--- src/rtl/ps2_arrow_decoder_if.sv ---
// Event handshake between the arrow-key decoder and the game logic.
// The master queues events and the slave accepts the head one with event_ready.
interface ps2_arrow_decoder_if;
  logic       event_valid;
  logic       event_ready;
  logic [1:0] event_lane;
  logic       event_release;

  modport master (output event_valid, output event_lane, output event_release, input event_ready);
  modport slave  (input event_valid, input event_lane, input event_release, output event_ready);
endinterface

--- src/rtl/ps2_arrow_decoder.sv ---
// Set-2 scancode parser: tracks the four arrow lanes and queues press/release events.
// The optional macro PS2_WASD_LANES_EN maps the non-extended W/A/S/D keys onto the same lanes.
module ps2_arrow_decoder #(
  parameter int FIFO_DEPTH     = 4,
  parameter int TIMEOUT_CYCLES = 2500000
) (
  input  logic                 clock,
  input  logic                 reset,
  input  logic [7:0]           received_data,
  input  logic                 received_data_en,
  output logic [3:0]           key_held,
  ps2_arrow_decoder_if.master  evt,
  output logic                 overflow,
  input  logic                 clear_overflow
);

  localparam int AW = (FIFO_DEPTH > 1) ? $clog2(FIFO_DEPTH) : 1;
  localparam int CW = $clog2(FIFO_DEPTH) + 1;
  localparam int TW = $clog2(TIMEOUT_CYCLES + 1);

  typedef enum logic [1:0] {IDLE, EXT, BRK, EXT_BRK} state_t;

  // Returns {hit, lane}
  function automatic logic [2:0] arrow_code(input logic [7:0] b);
    case (b)
      8'h6B:   arrow_code = 3'b100;
      8'h72:   arrow_code = 3'b101;
      8'h75:   arrow_code = 3'b110;
      8'h74:   arrow_code = 3'b111;
      default: arrow_code = 3'b000;
    endcase
  endfunction

`ifdef PS2_WASD_LANES_EN
  function automatic logic [2:0] wasd_code(input logic [7:0] b);
    case (b)
      8'h1C:   wasd_code = 3'b100;
      8'h1B:   wasd_code = 3'b101;
      8'h1D:   wasd_code = 3'b110;
      8'h23:   wasd_code = 3'b111;
      default: wasd_code = 3'b000;
    endcase
  endfunction
`endif

  state_t        state, state_nxt;
  logic [TW-1:0] tcount;
  logic          is_make, is_break, push;
  logic [1:0]    lane;
  logic [2:0]    arw;
  logic [2:0]    push_data;

  always_comb begin
    state_nxt = state;
    is_make   = 1'b0;
    is_break  = 1'b0;
    lane      = 2'd0;
    arw       = arrow_code(received_data);
    if (received_data_en) begin
      case (state)
        IDLE: begin
          if (received_data == 8'hE0)      state_nxt = EXT;
          else if (received_data == 8'hF0) state_nxt = BRK;
`ifdef PS2_WASD_LANES_EN
          else if (wasd_code(received_data) != 3'b000) begin
            is_make = 1'b1;
            lane    = wasd_code(received_data) & 3'b011;
          end
`endif
        end
        EXT: begin
          if (received_data == 8'hF0)      state_nxt = EXT_BRK;
          else if (received_data == 8'hE0) state_nxt = EXT;
          else begin
            state_nxt = IDLE;
            is_make   = arw[2];
            lane      = arw[1:0];
          end
        end
        BRK: begin
          if (received_data != 8'hF0) begin
            state_nxt = IDLE;
`ifdef PS2_WASD_LANES_EN
            is_break  = wasd_code(received_data) != 3'b000;
            lane      = wasd_code(received_data) & 3'b011;
`endif
          end
        end
        default: begin
          state_nxt = IDLE;
          is_break  = arw[2];
          lane      = arw[1:0];
        end
      endcase
    end else if (state != IDLE && tcount == TW'(TIMEOUT_CYCLES - 1)) begin
      state_nxt = IDLE;
    end
  end

  // Repeats of a held key and breaks of an unheld key generate nothing
  assign push      = (is_make & ~key_held[lane]) | (is_break & key_held[lane]);
  assign push_data = {lane, is_break};

  always_ff @(posedge clock or posedge reset) begin
    if (reset) begin
      state    <= IDLE;
      tcount   <= '0;
      key_held <= 4'd0;
    end else begin
      state <= state_nxt;
      if (received_data_en || state == IDLE || state_nxt == IDLE) tcount <= '0;
      else                                                        tcount <= tcount + 1'b1;
      if (push) key_held[lane] <= is_make;
    end
  end

  logic [2:0]    mem [FIFO_DEPTH];
  logic [AW-1:0] rd_ptr, wr_ptr, rd_nxt;
  logic [CW-1:0] count, count_nxt;
  logic          valid_q, pop, full, wr_ok;
  logic [2:0]    head_q, head_nxt;

  assign pop       = valid_q & evt.event_ready;
  assign full      = (count == CW'(FIFO_DEPTH));
  assign wr_ok     = push & (~full | pop);
  assign count_nxt = count + CW'(wr_ok) - CW'(pop);
  assign rd_nxt    = rd_ptr + AW'(pop);

  // Head is registered; a push into an otherwise empty queue becomes the head directly
  always_comb begin
    head_nxt = 3'd0;
    if (count_nxt != '0) begin
      if (wr_ok && count == CW'(pop)) head_nxt = push_data;
      else                            head_nxt = mem[rd_nxt];
    end
  end

  always_ff @(posedge clock) begin
    if (wr_ok) mem[wr_ptr] <= push_data;
  end

  always_ff @(posedge clock or posedge reset) begin
    if (reset) begin
      rd_ptr   <= '0;
      wr_ptr   <= '0;
      count    <= '0;
      valid_q  <= 1'b0;
      head_q   <= 3'd0;
      overflow <= 1'b0;
    end else begin
      rd_ptr   <= rd_nxt;
      if (wr_ok) wr_ptr <= wr_ptr + 1'b1;
      count    <= count_nxt;
      valid_q  <= (count_nxt != '0);
      head_q   <= head_nxt;
      overflow <= (push & full & ~pop) | (overflow & ~clear_overflow);
    end
  end

  assign evt.event_valid   = valid_q;
  assign evt.event_lane    = head_q[2:1];
  assign evt.event_release = head_q[0];

endmodule
--- src/flat_wrapper.sv ---
// flat-port wrapper written by rule: the top's interface ports become plain ports
module ps2_arrow_decoder_flat 
#(
  parameter int FIFO_DEPTH     = 4,
  parameter int TIMEOUT_CYCLES = 2500000
)
  (clock, reset, received_data, received_data_en, key_held, overflow, clear_overflow, evt_event_valid, evt_event_lane, evt_event_release, evt_event_ready);
  ps2_arrow_decoder_if evt_i ();
  input  logic clock;
  input  logic reset;
  input  logic [7:0] received_data;
  input  logic received_data_en;
  output logic [3:0] key_held;
  output logic overflow;
  input  logic clear_overflow;
  output wire logic [$bits(evt_i.event_valid)-1:0] evt_event_valid;
  output wire logic [$bits(evt_i.event_lane)-1:0] evt_event_lane;
  output wire logic [$bits(evt_i.event_release)-1:0] evt_event_release;
  input wire logic [$bits(evt_i.event_ready)-1:0] evt_event_ready;
  assign evt_event_valid = evt_i.event_valid;
  assign evt_event_lane = evt_i.event_lane;
  assign evt_event_release = evt_i.event_release;
  assign evt_i.event_ready = evt_event_ready;
  ps2_arrow_decoder #(.FIFO_DEPTH(FIFO_DEPTH), .TIMEOUT_CYCLES(TIMEOUT_CYCLES)) u_core (.clock(clock), .reset(reset), .received_data(received_data), .received_data_en(received_data_en), .key_held(key_held), .evt(evt_i), .overflow(overflow), .clear_overflow(clear_overflow));
endmodule
--- config.mk ---
export PLATFORM = sky130hd
export DESIGN_NAME = ps2_arrow_decoder_flat
export DESIGN_NICKNAME = d
export VERILOG_FILES = /design/src/rtl/ps2_arrow_decoder_if.sv /design/src/rtl/ps2_arrow_decoder.sv /design/src/flat_wrapper.sv
export SDC_FILE = /design/constraint.sdc
export NUM_CORES = 1
export LEC_CHECK = 0
export BUFFER_PORTS_ARGS = -buffer_cell sky130_fd_sc_hd__buf_4
export CAP_MARGIN = 15
export CORE_ASPECT_RATIO = 0.8
export CORE_MARGIN = 1.5
export CORE_UTILIZATION = 50
export CTS_CLUSTER_DIAMETER = 200
export DETAILED_ROUTE_END_ITERATION = 12
export GPL_ROUTABILITY_DRIVEN = 1
export HOLD_SLACK_MARGIN = 0.1
export PLACE_DENSITY = 0.68
export SLEW_MARGIN = 40
export SYNTH_ARGS = -nofsm -noshare
export SYNTH_HDL_FRONTEND = slang
export SYNTH_SLANG_ARGS = --single-unit
--- constraint.sdc ---
create_clock -name clock -period 5.8 [get_ports clock]
set_input_delay 0.29 -clock clock [delete_from_list [all_inputs] [get_ports clock]]
set_output_delay 0.29 -clock clock [all_outputs]
set_load 0.005 [all_outputs]
==> flow_results.org <==
** Pwr
- Sw Share :: 29.48%
- Power spread over the standard cell area amounts to 264.3 mW/mm^2.
- Internal portion of total power :: 0.5668 mW
- Combinational logic burns 22.6% of the power.
- Reg power frac :: 51.3%
- Max rail drop VDD :: 0.1194 mV
- The analysis attributes to cell leakage a power of 1.149 nW.
- Total power for the finished layout comes to 0.8038 mW.
- The clock network burns 26.1% of the power.
- In this run the power spent charging and discharging nets is 0.2370 mW.

** Synth
- The cell area that synthesis handed to floorplanning was 0.002719 mm^2.
- Number of instances in the synthesized netlist :: 250
- Post-synthesis cell type with the largest combined area :: dfrtp_1
- Number of distinct library cell variants in the gate-level netlist after synthesis :: 46
- In the synthesized netlist the dominant register cell turns out to be dfrtp_1.
- Synth top area cells :: dfrtp_1, edfxtp_1, xnor2_1
- Synth Register Bits :: 52
- Of all flip-flops after synthesis, the portion carrying an async set or reset was 76.92%.
- Yosys warnings :: 0
- Counting every net in the synthesized netlist gives 272.
- Area fraction of the dominant cell type after synthesis :: 36.82%
- The average instance in the mapped netlist occupies 10.88 um^2.
- Of the synthesized area, sequential elements account for 50.07%.
- Number of enable flip-flop cells after synthesis :: 12

** Timing
- Setup repair after global routing left no endpoint under its margin.
- Hold timing on the final database bottoms out at a slack of 0.1010 ns.
- Count of final max-slew check failures :: 0
- For the pin with the worst max-slew slack, the measured transition is 0.8439 ns.
- Adding up every negative setup slack in the final design gives 0 ns.
- Fin crit share :: 61.24%
- The clock arrives with 0.009712 ns of skew.
- Slew margin rel. :: 43.59%
- Setup violations remaining at the end of the flow were counted as 0.
- Shortest clock period the worst path allows after layout :: 3.552 ns
- Based on the critical path, the design can be clocked at up to 0.2815 GHz.
- The number of endpoints with negative hold slack in the final report is 0.

** Clock tree
- The tree is rooted in a clkbuf_8.
- CTS tree :: done
- For this design, the sink count on the clock tree is 52.
- Buffers inserted during post-CTS setup optimization :: 0
- TritonCTS created 5 clock buffers.
- Post-CTS Resized :: 0
- Post-CTS Hold Fix Bufs :: 0
- Clock-pin slew was measured on the worst setup and hold paths at 0.10 ns.
- At the later pin of the worst-skew pair, clock insertion delay measures 0.31 ns.
- Clock buffer depth :: 2
- H-tree Lvls :: 2

** Setup path
- Worst setup EP type :: flip-flop
- Startpoint kind of the worst setup timing path :: flip-flop
- Along the worst path, the maximum fanout reaches 8.
- Critical path arrival :: 3.74 ns
- STA puts the critical path data required time at 5.99 ns.
- The worst setup path is of the flip-flop to flip-flop kind.
- Measured in cells, the most critical reg-to-reg path has a length of 12.

** Floorplan
- The floorplan has 23 rows.
- The floorplan step defined a die boundary enclosing 0.005892 mm^2.
- Number of top-level pins :: 22
- Y dimension of the die :: 68.96 um
- Measured along the x axis, the die boundary spans 85.45 um.
- The core region is 0.005122 mm^2.
- Initial standard-cell utilization of the core :: 53.08%

** Drt
- After detailed routing, the number of vias per cell comes to 5.564.
- DRC violation total after the first TritonRoute iteration :: 138
- Total Routed Length :: 5078 um
- Post-route antenna net violation count :: 0
- After detailed routing, the number of remaining DRC violations is 0.
- For this run, the detailed router's first-pass iteration total came to 4.
- Detailed-route wire length per cell :: 15.07 um
- Total via count after detailed routing :: 1875

** Layout
- The number of antenna diodes in the final layout is 0.
- Counting the fill cells in the layout gives 454.
- Ratio of cells with drive above 1 in the final layout :: 16.36%
- Summing all non-filler instances in the final layout gives an area of 0.003042 mm^2.
- Layout Nets :: 296
- Relative to the synthesized area, the layout overhead comes to 11.87%.

** Run
- Across the run, the number of max-cap violations was 0.

** Placed design
- Once placement finished, the instance area stood at 0.002952 mm^2.
- Once detailed placement completed, the half-perimeter wirelength came to 3635 um.
- During placement, the flow inserted port buffers numbering 21.
- At the end of routability-driven placement, the weighted congestion stood at 0.7856.

** Global routing
- Overall Global Routing Usage :: 18.49%
- Entering global routing, the biggest net connects 41 pins.
- Wire length of the first global-routing pass :: 8231 um
- The initial antenna violation count was 0.
- Overflow left after global routing :: 0
- The number of global-route vias before repair is 1667.

** Worst hold path
- Class of the worst hold path :: input pin to async pin

** Status
- The run finished with clean final reports.
## synth_stat cells, drive strengths merged, types with 2 or more instances
master,n
dfrtp,40
nor2,33
inv,19
xnor2,18
nand2,14
edfxtp,12
nor4,12
ha,8
nand3,7
nand4,7
nor3,7
xor2,7
mux2i,6
o21ai,6
nand2b,5
clkbuf,4
o211ai,4
o31ai,4
and2,3
and4,3
mux4,3
o2111ai,3
a211oi,2
a21oi,2
mux2,2
nand4b,2
nor4b,2
or3b,2
## sequential cells by signal, indices dropped and copies added (netlist names)
name	cells
u_core.evt.event_valid	1
u_core.head_q	3
u_core.state	2
u_core.wr_ptr	2
u_core.count	3
u_core.overflow	1
u_core.key_held	4
u_core.mem	12
u_core.rd_ptr	2
u_core.tcount	22
## cell usage in the layout (no fill, tap or decap), drive strengths merged, types with 6 or more instances in the layout
cell     n
o21ai    6
xor2     7
nor3     7
xnor2   18
mux2i    6
nor2    33
ha       8
edfxtp  12
buf     22
nand2   14
inv     20
dfrtp   40
nor4    12
nand3    7
nand4    7
## kinds of logic after synthesis
kind of cell,Yosys count,synth area share (%)
AND/OR/NAND/NOR,102,19.88
flip-flops,52,50.07
AO/OA/AOI/OAI,27,8.192
XOR/XNOR,25,8.053
buffers and inverters,24,3.589
multiplexers,11,5.798
adder cells (fa/ha/maj),9,4.418
## worst max-delay path, cell delays in order (launching register included)
cell and delay [ns]:
dfrtp_1 0.44, nand4_1 0.34, a211oi_4 0.46, o2bb2ai_4 0.18, mux2i_2 0.33, nor3_1 0.10
ha_1 0.23, fa_1 0.38, xnor2_1 0.14, xnor2_1 0.14, or3_1 0.44, o211ai_1 0.16
mux2i_1 0.10
## layer usage
layer / vias up / wire length [um] / part of all wire (%) / track usage [%]
li1: 943 / - / - / -
met1: 888 / 2796 / 55 / 28.42
met2: 37 / 1993 / 39 / 25.98
met3: 7 / 228 / 4.5 / 4.167
met4: 0 / 59 / 1.2 / 5.444
met5: - / 0 / 0 / 0
## per-stage QoR
| stage | utilization (%) | worst slack (ns) | cells |
|---|---|---|---|
| 4_1_cts | 59.38 | 2.263 | 337 |
| 2_1_floorplan | - | 2.394 | 250 |
| 3_5_place_dp | 57.62 | 2.113 | 329 |
| 5_1_grt | 59.38 | 2.030 | 337 |
| 3_3_place_gp | 57.38 | 2.201 | 329 |
| 6_report | 59.38 | 2.248 | 337 |
## worst paths after layout
| kind | from | to | slack (ns) |
|---|---|---|---|
| min in group clock | clear_overflow | u_core.overflow | 0.18 |
| min | reset | u_core.tcount[16] | 0.10 |
| max reg2reg | u_core.state[0] | u_core.head_q[0] | 2.25 |
| max in group asynchronous | reset | u_core.overflow | 5.35 |
| min reg2reg | u_core.tcount[0] | u_core.tcount[0] | 0.49 |
| max | u_core.state[0] | u_core.head_q[0] | 2.25 |
## power by group through the flow
stage               clock (mW)  sequential (mW)  combinational (mW)
detailed placement           0            0.420               0.182
floorplan                    0            0.416               0.139
finish                   0.210            0.413               0.181
global placement             0            0.420               0.173
global route             0.229            0.414               0.200
CTS                      0.216            0.412               0.182
## final cells by class
class                   instances  area [um^2]  share of cell area (%)
well taps                      62        77.57                   2.550
clock inverters                 3        21.27                  0.6993
multi-input cells             174         1276                   41.96
repair buffers                 22        165.2                   5.430
inverters                      19        71.32                   2.345
clock buffers                   5        68.82                   2.262
flip-flops and latches         52         1361                   44.76
Note: power is estimated with default switching activity, not from simulation.
